<file path="src/rtl/cas_arb_pkg.sv">
// Shared types and helpers for the CAS download / tape playback DDRAM arbiter.
// Optional read cache is enabled with the CAS_ARB_RDCACHE_EN macro.
package cas_arb_pkg;

    typedef enum logic [1:0] {
        IDLE     = 2'd0,
        WR_ISSUE = 2'd1,
        RD_ISSUE = 2'd2,
        RD_WAIT  = 2'd3
    } state_t;

    // DDRAM word address (64-bit units) of byte 0 of the CAS buffer
    localparam logic [28:0] CAS_BASE_ADDR = 29'h0300_0000;
    // Byte address width of both client ports
    localparam int          CAS_ADDR_W    = 27;

    // One-hot byte enable for a byte lane within a 64-bit word
    function automatic logic [7:0] lane_be(input logic [2:0] sel);
        return 8'b1 << sel;
    endfunction

    // Extract byte lane 'sel' from a 64-bit word
    function automatic logic [7:0] lane_byte(input logic [63:0] word, input logic [2:0] sel);
        return word[{sel, 3'b000} +: 8];
    endfunction

endpackage

</file>
<file path="src/rtl/cas_rd_line.sv">
// Single-line read cache for the CAS arbiter: one 64-bit word, its word tag
// and a valid bit. Only instantiated when CAS_ARB_RDCACHE_EN is defined.
module cas_rd_line
    import cas_arb_pkg::*;
#(
    parameter int TAG_W = 24
) (
    input  logic             clk,
    input  logic             reset,
    input  logic [TAG_W-1:0] lookup_tag,
    input  logic [2:0]       lookup_sel,
    output logic             hit,
    output logic [7:0]       hit_byte,
    input  logic             fill,
    input  logic [63:0]      fill_word,
    input  logic             inval,
    input  logic [TAG_W-1:0] inval_tag
);

    logic             line_valid;
    logic [TAG_W-1:0] line_tag;
    logic [63:0]      line_word;

    assign hit      = line_valid && (line_tag == lookup_tag);
    assign hit_byte = lane_byte(line_word, lookup_sel);

    // Line update: a fill replaces the whole line (new tag), otherwise a write
    // to the cached word drops it so the next read goes back to DDRAM.
    always_ff @(posedge clk or posedge reset) begin
        if (reset) begin
            line_valid <= 1'b0;
            line_tag   <= '0;
            line_word  <= '0;
        end else if (fill) begin
            line_valid <= 1'b1;
            line_tag   <= lookup_tag;
            line_word  <= fill_word;
        end else if (inval && (inval_tag == line_tag)) begin
            line_valid <= 1'b0;
        end
    end

endmodule

</file>
<file path="src/rtl/cas_ddram_arb.sv">
// DDR3 byte-buffer arbiter between the OSD CAS download (write port) and tape
// playback (read port). Each byte request becomes one 64-bit Avalon access
// (burst of 1, single byte enable) relative to BASE_ADDR.
// Optional one-line read cache: define CAS_ARB_RDCACHE_EN.
module cas_ddram_arb
    import cas_arb_pkg::*;
#(
    parameter logic [28:0] BASE_ADDR = CAS_BASE_ADDR,
    parameter int          ADDR_W    = CAS_ADDR_W
) (
    input  logic              clk,
    input  logic              reset,
    input  logic [ADDR_W-1:0] wr_addr,
    input  logic [7:0]        wr_data,
    input  logic              wr,
    output logic              wr_wait,
    input  logic [ADDR_W-1:0] rd_addr,
    input  logic              rd,
    output logic [7:0]        rd_dout,
    output logic              rd_ready,
    input  logic              DDRAM_BUSY,
    input  logic [63:0]       DDRAM_DOUT,
    input  logic              DDRAM_DOUT_READY,
    output logic [28:0]       DDRAM_ADDR,
    output logic [7:0]        DDRAM_BURSTCNT,
    output logic [63:0]       DDRAM_DIN,
    output logic [7:0]        DDRAM_BE,
    output logic              DDRAM_RD,
    output logic              DDRAM_WE
);

    state_t            state;
    logic [ADDR_W-1:0] wr_addr_q;
    logic [7:0]        wr_data_q;
    logic [ADDR_W-1:0] rd_addr_q;

    // A strobe is only accepted while its port is free; wr_wait / rd_ready
    // double as the pending flags of the two request registers.
    logic              wr_take;
    logic              rd_take;
    logic              wr_go;
    logic [ADDR_W-1:0] wr_addr_cur;
    logic [7:0]        wr_data_cur;
    logic              rd_hit;
    logic [7:0]        hit_byte;

    assign wr_take     = wr & ~wr_wait;
    assign rd_take     = rd & rd_ready;
    // A fresh write strobe seen in IDLE is issued on the same edge it is
    // captured, giving the two-cycle minimum write latency.
    assign wr_go       = wr_wait | wr;
    assign wr_addr_cur = wr_wait ? wr_addr_q : wr_addr;
    assign wr_data_cur = wr_wait ? wr_data_q : wr_data;

    assign DDRAM_BURSTCNT = 8'd1;

    function automatic logic [28:0] word_addr(input logic [ADDR_W-1:0] a);
        return BASE_ADDR + 29'(a[ADDR_W-1:3]);
    endfunction

`ifdef CAS_ARB_RDCACHE_EN
    localparam int TAG_W = ADDR_W - 3;

    logic             line_fill;
    logic             wr_same_word;

    // Do not fill the line with a word that a queued or just-captured write
    // is about to change; the fetched data would already be stale.
    assign wr_same_word = (wr_take && (wr_addr[ADDR_W-1:3] == rd_addr_q[ADDR_W-1:3])) ||
                          (wr_wait && (wr_addr_q[ADDR_W-1:3] == rd_addr_q[ADDR_W-1:3]));
    assign line_fill    = (state == RD_WAIT) && DDRAM_DOUT_READY && !wr_same_word;

    cas_rd_line #(
        .TAG_W (TAG_W)
    ) u_rd_line (
        .clk        (clk),
        .reset      (reset),
        .lookup_tag (rd_addr_q[ADDR_W-1:3]),
        .lookup_sel (rd_addr_q[2:0]),
        .hit        (rd_hit),
        .hit_byte   (hit_byte),
        .fill       (line_fill),
        .fill_word  (DDRAM_DOUT),
        .inval      (wr_take),
        .inval_tag  (wr_addr[ADDR_W-1:3])
    );
`else
    assign rd_hit   = 1'b0;
    assign hit_byte = 8'h00;
`endif

    // Request capture plus the access FSM; all DDRAM outputs are registered.
    always_ff @(posedge clk or posedge reset) begin
        if (reset) begin
            state      <= IDLE;
            wr_wait    <= 1'b0;
            wr_addr_q  <= '0;
            wr_data_q  <= '0;
            rd_ready   <= 1'b1;
            rd_addr_q  <= '0;
            rd_dout    <= '0;
            DDRAM_ADDR <= BASE_ADDR;
            DDRAM_DIN  <= '0;
            DDRAM_BE   <= '0;
            DDRAM_RD   <= 1'b0;
            DDRAM_WE   <= 1'b0;
        end else begin
            if (wr_take) begin
                wr_wait   <= 1'b1;
                wr_addr_q <= wr_addr;
                wr_data_q <= wr_data;
            end
            if (rd_take) begin
                rd_ready  <= 1'b0;
                rd_addr_q <= rd_addr;
            end

            case (state)
                IDLE: begin
                    if (wr_go) begin
                        state      <= WR_ISSUE;
                        DDRAM_WE   <= 1'b1;
                        DDRAM_ADDR <= word_addr(wr_addr_cur);
                        DDRAM_BE   <= lane_be(wr_addr_cur[2:0]);
                        DDRAM_DIN  <= {8{wr_data_cur}};
                    end else if (!rd_ready) begin
                        if (rd_hit) begin
                            rd_dout  <= hit_byte;
                            rd_ready <= 1'b1;
                        end else begin
                            state      <= RD_ISSUE;
                            DDRAM_RD   <= 1'b1;
                            DDRAM_ADDR <= word_addr(rd_addr_q);
                            DDRAM_BE   <= lane_be(rd_addr_q[2:0]);
                        end
                    end
                end
                WR_ISSUE: begin
                    if (!DDRAM_BUSY) begin
                        state    <= IDLE;
                        DDRAM_WE <= 1'b0;
                        wr_wait  <= 1'b0;
                    end
                end
                RD_ISSUE: begin
                    if (!DDRAM_BUSY) begin
                        state    <= RD_WAIT;
                        DDRAM_RD <= 1'b0;
                    end
                end
                RD_WAIT: begin
                    if (DDRAM_DOUT_READY) begin
                        state    <= IDLE;
                        rd_dout  <= lane_byte(DDRAM_DOUT, rd_addr_q[2:0]);
                        rd_ready <= 1'b1;
                    end
                end
                default: state <= IDLE;
            endcase
        end
    end

    // Client protocol: no new strobe while the same port is still busy.
    wr_while_busy: assert property (@(posedge clk) disable iff (reset) !(wr && wr_wait));
    rd_while_busy: assert property (@(posedge clk) disable iff (reset) !(rd && !rd_ready));

endmodule

</file>
<file path="config.mk">
export PLATFORM = sky130hd
export DESIGN_NAME = cas_ddram_arb
export DESIGN_NICKNAME = d
export VERILOG_FILES = /design/src/rtl/cas_arb_pkg.sv /design/src/rtl/cas_rd_line.sv /design/src/rtl/cas_ddram_arb.sv
export SDC_FILE = /design/constraint.sdc
export NUM_CORES = 1
export LEC_CHECK = 0
export ABC_AREA = 1
export CAP_MARGIN = 10
export CORE_MARGIN = 2
export CORE_UTILIZATION = 43
export CTS_CLUSTER_SIZE = 24
export DETAILED_ROUTE_END_ITERATION = 12
export MAX_ROUTING_LAYER = met4
export PLACE_DENSITY = 0.89
export SLEW_MARGIN = 20
export SYNTH_ARGS = -nofsm -noshare
export SYNTH_HDL_FRONTEND = slang
export SYNTH_SLANG_ARGS = --single-unit
</file>
<file path="constraint.sdc">
create_clock -name clk -period 5 [get_ports clk]
set_input_delay 1 -clock clk [delete_from_list [all_inputs] [get_ports clk]]
set_output_delay 1 -clock clk [all_outputs]
set_load 0.02 [all_outputs]
</file>
==> reports/results.tsv, run 1 <==
stage	metric	value	unit
grt	vias in the first global route	5219	
synth	Mapped Cells	741	
sta	Min Hold Slack	0.470	ns
synth	#FFs+latches synth	116	
synth	cell taking the most area after synthesis	dfrtp_1	
routing	DR pass1 iterations	5	
floorplanning	initial cell density of the core	43.9	%
clock_network	post-CTS sizing	0	
setup_path	master of the slowest instance on the critical path	dfrtp_2	
cells_and_area	Layout Utilization	62.6	%
setup_path	Data arrival, critical path	2.04	ns
grt	first-pass GRT wire length	25600	um
synth	most common cell in the netlist	nand2_1	
hold_path	worst hold path class	reg2reg	
synth	Post-synth EDFFs	0	
synth	Synth top area share	47.3	%
floorplanning	Die Area	0.0151	mm2
setup_path	crit-path leading delay family	flip-flops	
clock_network	clock slew at reported path FFs	0.05	ns
sta	max-slew violation count	0	
routing	Vias	5423	
setup_path	Max FO, Critical Path	39	
synth	top cells by area, synth	dfrtp_1 47%, nand2_1 16%, buf_4 9.0%	
hold_path	Hold Crit Depth	2	
setup_path	worst-case reg-to-reg path depth	4	
sta	skew final	0.00801	ns
synth	Synth async-reset ratio	100	%
cells_and_area	Final #Nets	1042	
sta	Worst Tran Pin Value	0.961	ns
setup_path	required time of the critical path	4.00	ns
sta	crit share post-route	60.9	%
sta	Hold Fails Final Rpt	0	
cells_and_area	layout cell share with drive strength beyond 1	8.36	%
synth	sequential share of the synthesized area	47.7	%
clock_network	Clk Latency, worst-skew pair	0.41	ns
synth	Most used DFF post-synth	dfrtp_1	
place	Final GP Congestion	0.863	
routing	residual DRC count	0	
routing	Final ANT Viol Nets	0	
place	Place WS	1.69	ns
sta	Rel. slew slack	35.9	%
clock_network	Root Driver	clkbuf_16	
sta	achievable frequency	329	MHz
setup_path	cells along the critical path	clkdlybuf4s50_1	
grt	Global Route Usage Sum	22.5	%
flow_run	max_cap viols	0	
synth	cell area after synthesis	0.00609	mm2
sta	TNS Setup	0	ns
floorplanning	# rows	43	
synth	Post-synth top cells	254 x nand2_1, 115 x dfrtp_1, 73 x buf_4	
routing	vias per cell	4.92	
setup_path	CP bufs+invs	1	
sta	post-route minimum period	3.04	ns
pwr	maximum VDD drop	0.315	mV
pwr	Tot Pwr	5.95	mW
synth	syn_area_per_cell	8.22	um2
clock_network	Num CTS Buffers	17	
setup_path	CP peak stage delay	0.89	ns
clock_network	worst-case clock buffer depth	2	
routing	post-DR wirelength/cell	14.7	um
routing	total wire length	16200	um
grt	initial antenna violation count	1	
setup_path	type of element capturing the critical path	primary output	
clock_network	H-tree level count	4	
clock_network	CTS tree	built	
grt	largest net degree at the start of global routing	60	
outcome	status	finished, final reports clean	
cells_and_area	Area Overhead vs Synth	42.8	%
setup_path	Setup CP Type	reg2out	
grt	Overflow after GRT	0	
place	Port-buffer cells	239	
setup_path	WP depth	1	
routing	DR iter-0 viols	341	
clock_network	# hold bufs at CTS	0	
synth	Synthesis Warnings	0	
setup_path	startpoint type of the worst setup path	flop	
sta	unrepaired setup endpoints after global routing	no	
floorplanning	core area	0.0139	mm2
floorplanning	# IOs	253	
synth	distinct cell type count after synthesis	28	
floorplanning	Die X	123	um
pwr	pwr/cell area	684	mW/mm2
place	DP HPWL	11300	um
sta	PnR worst setup slack	1.96	ns
clock_network	clk sink count	116	
sta	final setup vio count	0	
pwr	Leak Pwr	4.12	nW
floorplanning	die height	123	um
clock_network	Setup Buffers After CTS	0	
==> layer usage <==
| metal | global-route usage [%] | wire [um] |
|---|---|---|
| met1 | 26.0 | 6550 |
| met2 | 38.3 | 8280 |
| met3 | 5.26 | 1060 |
| met4 | 8.10 | 292 |
| met5 | - | 0 |
==> layout by cell type (no fill, tap or decap), drive strengths merged <==
cell / Yosys / final
a31oi: 32 / 32
bufinv: 0 / 3
a21boi: 9 / 9
a21oi: 4 / 4
clkinv: 2 / 7
dfrtp: 115 / 115
a22oi: 15 / 15
clkdlybuf4s50: 0 / 239
nand3: 61 / 61
inv: 61 / 61
mux2: 24 / 24
clkinvlp: 0 / 1
nand4: 1 / 1
dfstp: 1 / 1
buf: 99 / 4
clkbuf: 5 / 21
conb: 2 / 13
nand2: 256 / 256
nor2: 40 / 40
o21ai: 14 / 14
diode: 0 / 1
==> worst reg2reg max path: cells and delay by family, from the launching register on <==
family	cells	cell delay, ns
flip-flops	1	0.70
buffers and inverters	1	0.53
AND/OR/NAND/NOR	3	1.05
==> cell families (layout without fill, tap and decap cells) <==
| group | count (synthesis) | in the layout | share of synthesized area, % |
|---|---|---|---|
| simple gates | 358 | 358 | 24.4 |
| buf+inv | 167 | 336 | 15.5 |
| flops | 116 | 116 | 47.7 |
| compound gates | 74 | 74 | 7.85 |
| mux | 24 | 24 | 4.44 |
| other cells | 2 | 14 | 0.123 |
==> stage by stage <==
stage / std cells / cell area [um2]
detailed placement: 1071 / 8100
global placement: 1070 / 8070
floorplan: 752 / 6130
CTS: 1101 / 8690
finish: 1102 / 8700
global route: 1102 / 8700
==> cell type report <==
cell class / count / area, um2
Tap cell: 180 / 225
Clock inverter: 9 / 130
Timing Repair Buffer: 243 / 2440
Clock buffer: 21 / 460
Sequential cell: 116 / 2910
Antenna cell: 1 / 2.50
Inverter: 63 / 239
Fill cell: 1126 / 5180
Multi-Input combinational cell: 469 / 2290
==> worst paths after layout <==
check | startpoint | slack, ns | end
worst max-delay path | wr_wait | 1.96 | wr_wait
worst min-delay path | wr_data_q[0] | 0.47 | wr_data_q[0]
worst max register to register | wr_wait | 2.61 | wr_addr_q[21]
worst min register to register | wr_data_q[0] | 0.47 | wr_data_q[0]
max in group asynchronous | reset | 2.96 | wr_wait
min in group asynchronous | reset | 1.06 | rd_addr_q[15]
==> flip-flops by register name (all words and copies together), names as in the netlist, 2 cells and up <==
signal      count
state           2
rd_addr_q      27
wr_addr_q      27
DDRAM_BE        8
wr_data_q       8
DDRAM_ADDR     24
rd_dout         8
DDRAM_DIN       8
==> power by group <==
part           internal (mW)  switching [mW]
Clock                  0.802           0.412
Combinational           1.33            1.54
Sequential              1.40           0.463
Total                   3.53            2.42
(Power assumes the default switching activity.)
==> inputs of run 2 (changes only) <==
- CORE_UTILIZATION: 43 -> 39
- PLACE_DENSITY: 0.89 -> 0.86
- clock period: 5 -> 2.6 ns (I/O delays scaled with it)
==> run 2 against run 1 <==
  * First-iteration DRC count rose by 39%
  * Register-to-register slack got worse by 1.8 ns
  * Combinational power rose by 100%
  * Clock power rose by 100%
  * Sequential cell count did not move
  * Wire length rose by 1.2%
  * Core utilization fell by 4.6 points
  * Critical endpoint is now rd_ready
==> reports/results.tsv, run 2 (synthesized netlist as in run 1, its figures left out) <==
stage	metric	value	unit
floorplanning	# IOs	253	
sta	crit share post-route	84.0	%
cells_and_area	Layout Utilization	58.1	%
pwr	Sw Ratio	40.3	%
floorplanning	initial cell density of the core	40.1	%
outcome	status	finished, final reports clean	
sta	PnR worst setup slack	0.415	ns
grt	largest net degree at the start of global routing	117	
setup_path	required time of the critical path	2.08	ns
clock_network	post-CTS sizing	0	
floorplanning	# rows	45	
pwr	Pint	6.94	mW
grt	Overflow after GRT	0	
pwr	Psw	4.68	mW
clock_network	# hold bufs at CTS	0	
sta	post-route minimum period	2.18	ns
clock_network	Root Driver	clkbuf_16	
floorplanning	die height	129	um
place	Place WS	0.440	ns
clock_network	H-tree level count	4	
setup_path	Data arrival, critical path	1.66	ns
sta	unrepaired setup endpoints after global routing	no	
cells_and_area	Area Overhead vs Synth	45.0	%
routing	DR pass1 iterations	5	
flow_run	max_cap viols	0	
setup_path	CP peak stage delay	0.66	ns
clock_network	Clk Latency, worst-skew pair	0.40	ns
pwr	maximum VDD drop	0.619	mV
routing	DR iter-0 viols	475	
pwr	Leak Pwr	4.18	nW
floorplanning	core area	0.0152	mm2
routing	total wire length	16400	um
clock_network	clk sink count	116	
grt	initial antenna violation count	1	
grt	first-pass GRT wire length	26000	um
floorplanning	Die X	129	um
grt	Global Route Usage Sum	20.6	%
pwr	clock power share	21.2	%
hold_path	worst hold path class	reg2reg	
pwr	share of power burned in registers	28.6	%
place	Port-buffer cells	239	
sta	Hold Fails Final Rpt	0	
cells_and_area	Top Registers	rd_addr_q: 27 flops, wr_addr_q: 27 flops, DDRAM_ADDR: 24 flops	
setup_path	Setup CP Type	reg2out	
grt	vias in the first global route	5302	
routing	Final ANT Viol Nets	0	
clock_network	CTS tree	built	
sta	Worst Tran Pin Value	0.697	ns
clock_network	Num CTS Buffers	17	
sta	skew final	0.00681	ns
sta	achievable frequency	458	MHz
clock_network	Setup Buffers After CTS	0	
setup_path	type of element capturing the critical path	primary output	
sta	final setup vio count	0	
routing	Vias	5425	
routing	post-DR wirelength/cell	14.6	um
setup_path	crit-path leading delay family	buffers and inverters	
setup_path	CP bufs+invs	1	
cells_and_area	layout cell share with drive strength beyond 1	9.45	%
place	DP HPWL	11600	um
cells_and_area	most frequent cells in the layout	254 x nand2_1, 239 x clkdlybuf4s50_1, 114 x dfrtp_1	
setup_path	cells along the critical path	clkdlybuf4s50_1	
pwr	pwr/cell area	1320	mW/mm2
sta	Rel. slew slack	53.4	%
sta	max-slew violation count	0	
cells_and_area	Final #Nets	1050	
sta	TNS Setup	0	ns
routing	residual DRC count	0	
place	Final GP Congestion	0.822	
clock_network	clock slew at reported path FFs	0.06	ns
setup_path	master of the slowest instance on the critical path	clkdlybuf4s50_1	
cells_and_area	commonest non-fill, non-tap cell in the layout	nand2_1	
setup_path	startpoint type of the worst setup path	flop	
clock_network	worst-case clock buffer depth	2	
floorplanning	Die Area	0.0166	mm2
setup_path	Max FO, Critical Path	5	
pwr	Logic pwr share	50.1	%
routing	vias per cell	4.84	
[run 2: cell count changes in the layout (fill, tap and decap cells not counted)]
cell and change:
dfrtp_1 +1, dfrtp_2 -1, clkbuf_1 -2, buf_4 +6, inv_6 +2, clkinv_4 -1, clkinv_2 -2, clkbuf_8 +3
clkinvlp_4 +3, buf_16 -1, inv_4 -1, buf_12 +3
[run 2: power groups by stage]
| stage | combinational (mW) | clock [mW] | sequential (mW) |
|---|---|---|---|
| 6_report | 5.83 | 2.47 | 3.33 |
| 2_1_floorplan | 3.65 | 0 | 3.64 |
| 4_1_cts | 5.87 | 2.51 | 3.34 |
| 3_5_place_dp | 5.85 | 0 | 3.35 |
| 3_3_place_gp | 5.70 | 0 | 3.31 |
| 5_1_grt | 6.34 | 2.61 | 3.46 |
[run 2: area by class of cell]
class                           count  area, um2
Tap cell                          188        235
Multi-Input combinational cell    469       2290
Timing Repair Buffer              251       2520
Fill cell                        1333       6370
Clock buffer                       22        494
Clock inverter                     10        144
Inverter                           63        240
Antenna cell                        1       2.50
Sequential cell                   116       2910
[run 2: stage by stage]
stage	hold slack, ns	power [mW]	cells	area [um2]
after detailed placement	0.458	9.19	1087	8190
final	0.469	11.6	1120	8830
after global routing	0.487	12.4	1120	8830
after floorplan	0.442	7.29	752	6130
after global placement	0.453	9.02	1087	8190
after CTS	0.471	11.7	1119	8830
[run 2: per-layer routing]
| metal | part of all wire [%] | GRT usage (%) | vias up | wire length (um) |
|---|---|---|---|---|
| met1 | 42 | 24.9 | 2527 | 6910 |
| met4 | 2.3 | 7.54 | 0 | 384 |
| li1 | - | - | 2637 | - |
| met5 | 0 | - | - | 0 |
| met3 | 6.0 | 5.32 | 29 | 979 |
| met2 | 49 | 33.3 | 232 | 8090 |
[run 2: path summary, 6_finish.rpt]
kind | start | endpoint | slack (ns) | cells after the start
setup / recovery | rd_ready | rd_ready | 0.42 | 1
hold / removal | wr_addr_q[14] | wr_addr_q[14] | 0.47 | 2
setup reg to reg | wr_wait | DDRAM_BE[1] | 0.76 | 7
hold reg to reg | wr_addr_q[14] | wr_addr_q[14] | 0.47 | 2
max in group asynchronous | reset | wr_wait | 1.48 | 3
min in group asynchronous | reset | rd_dout[1] | 0.66 | 3
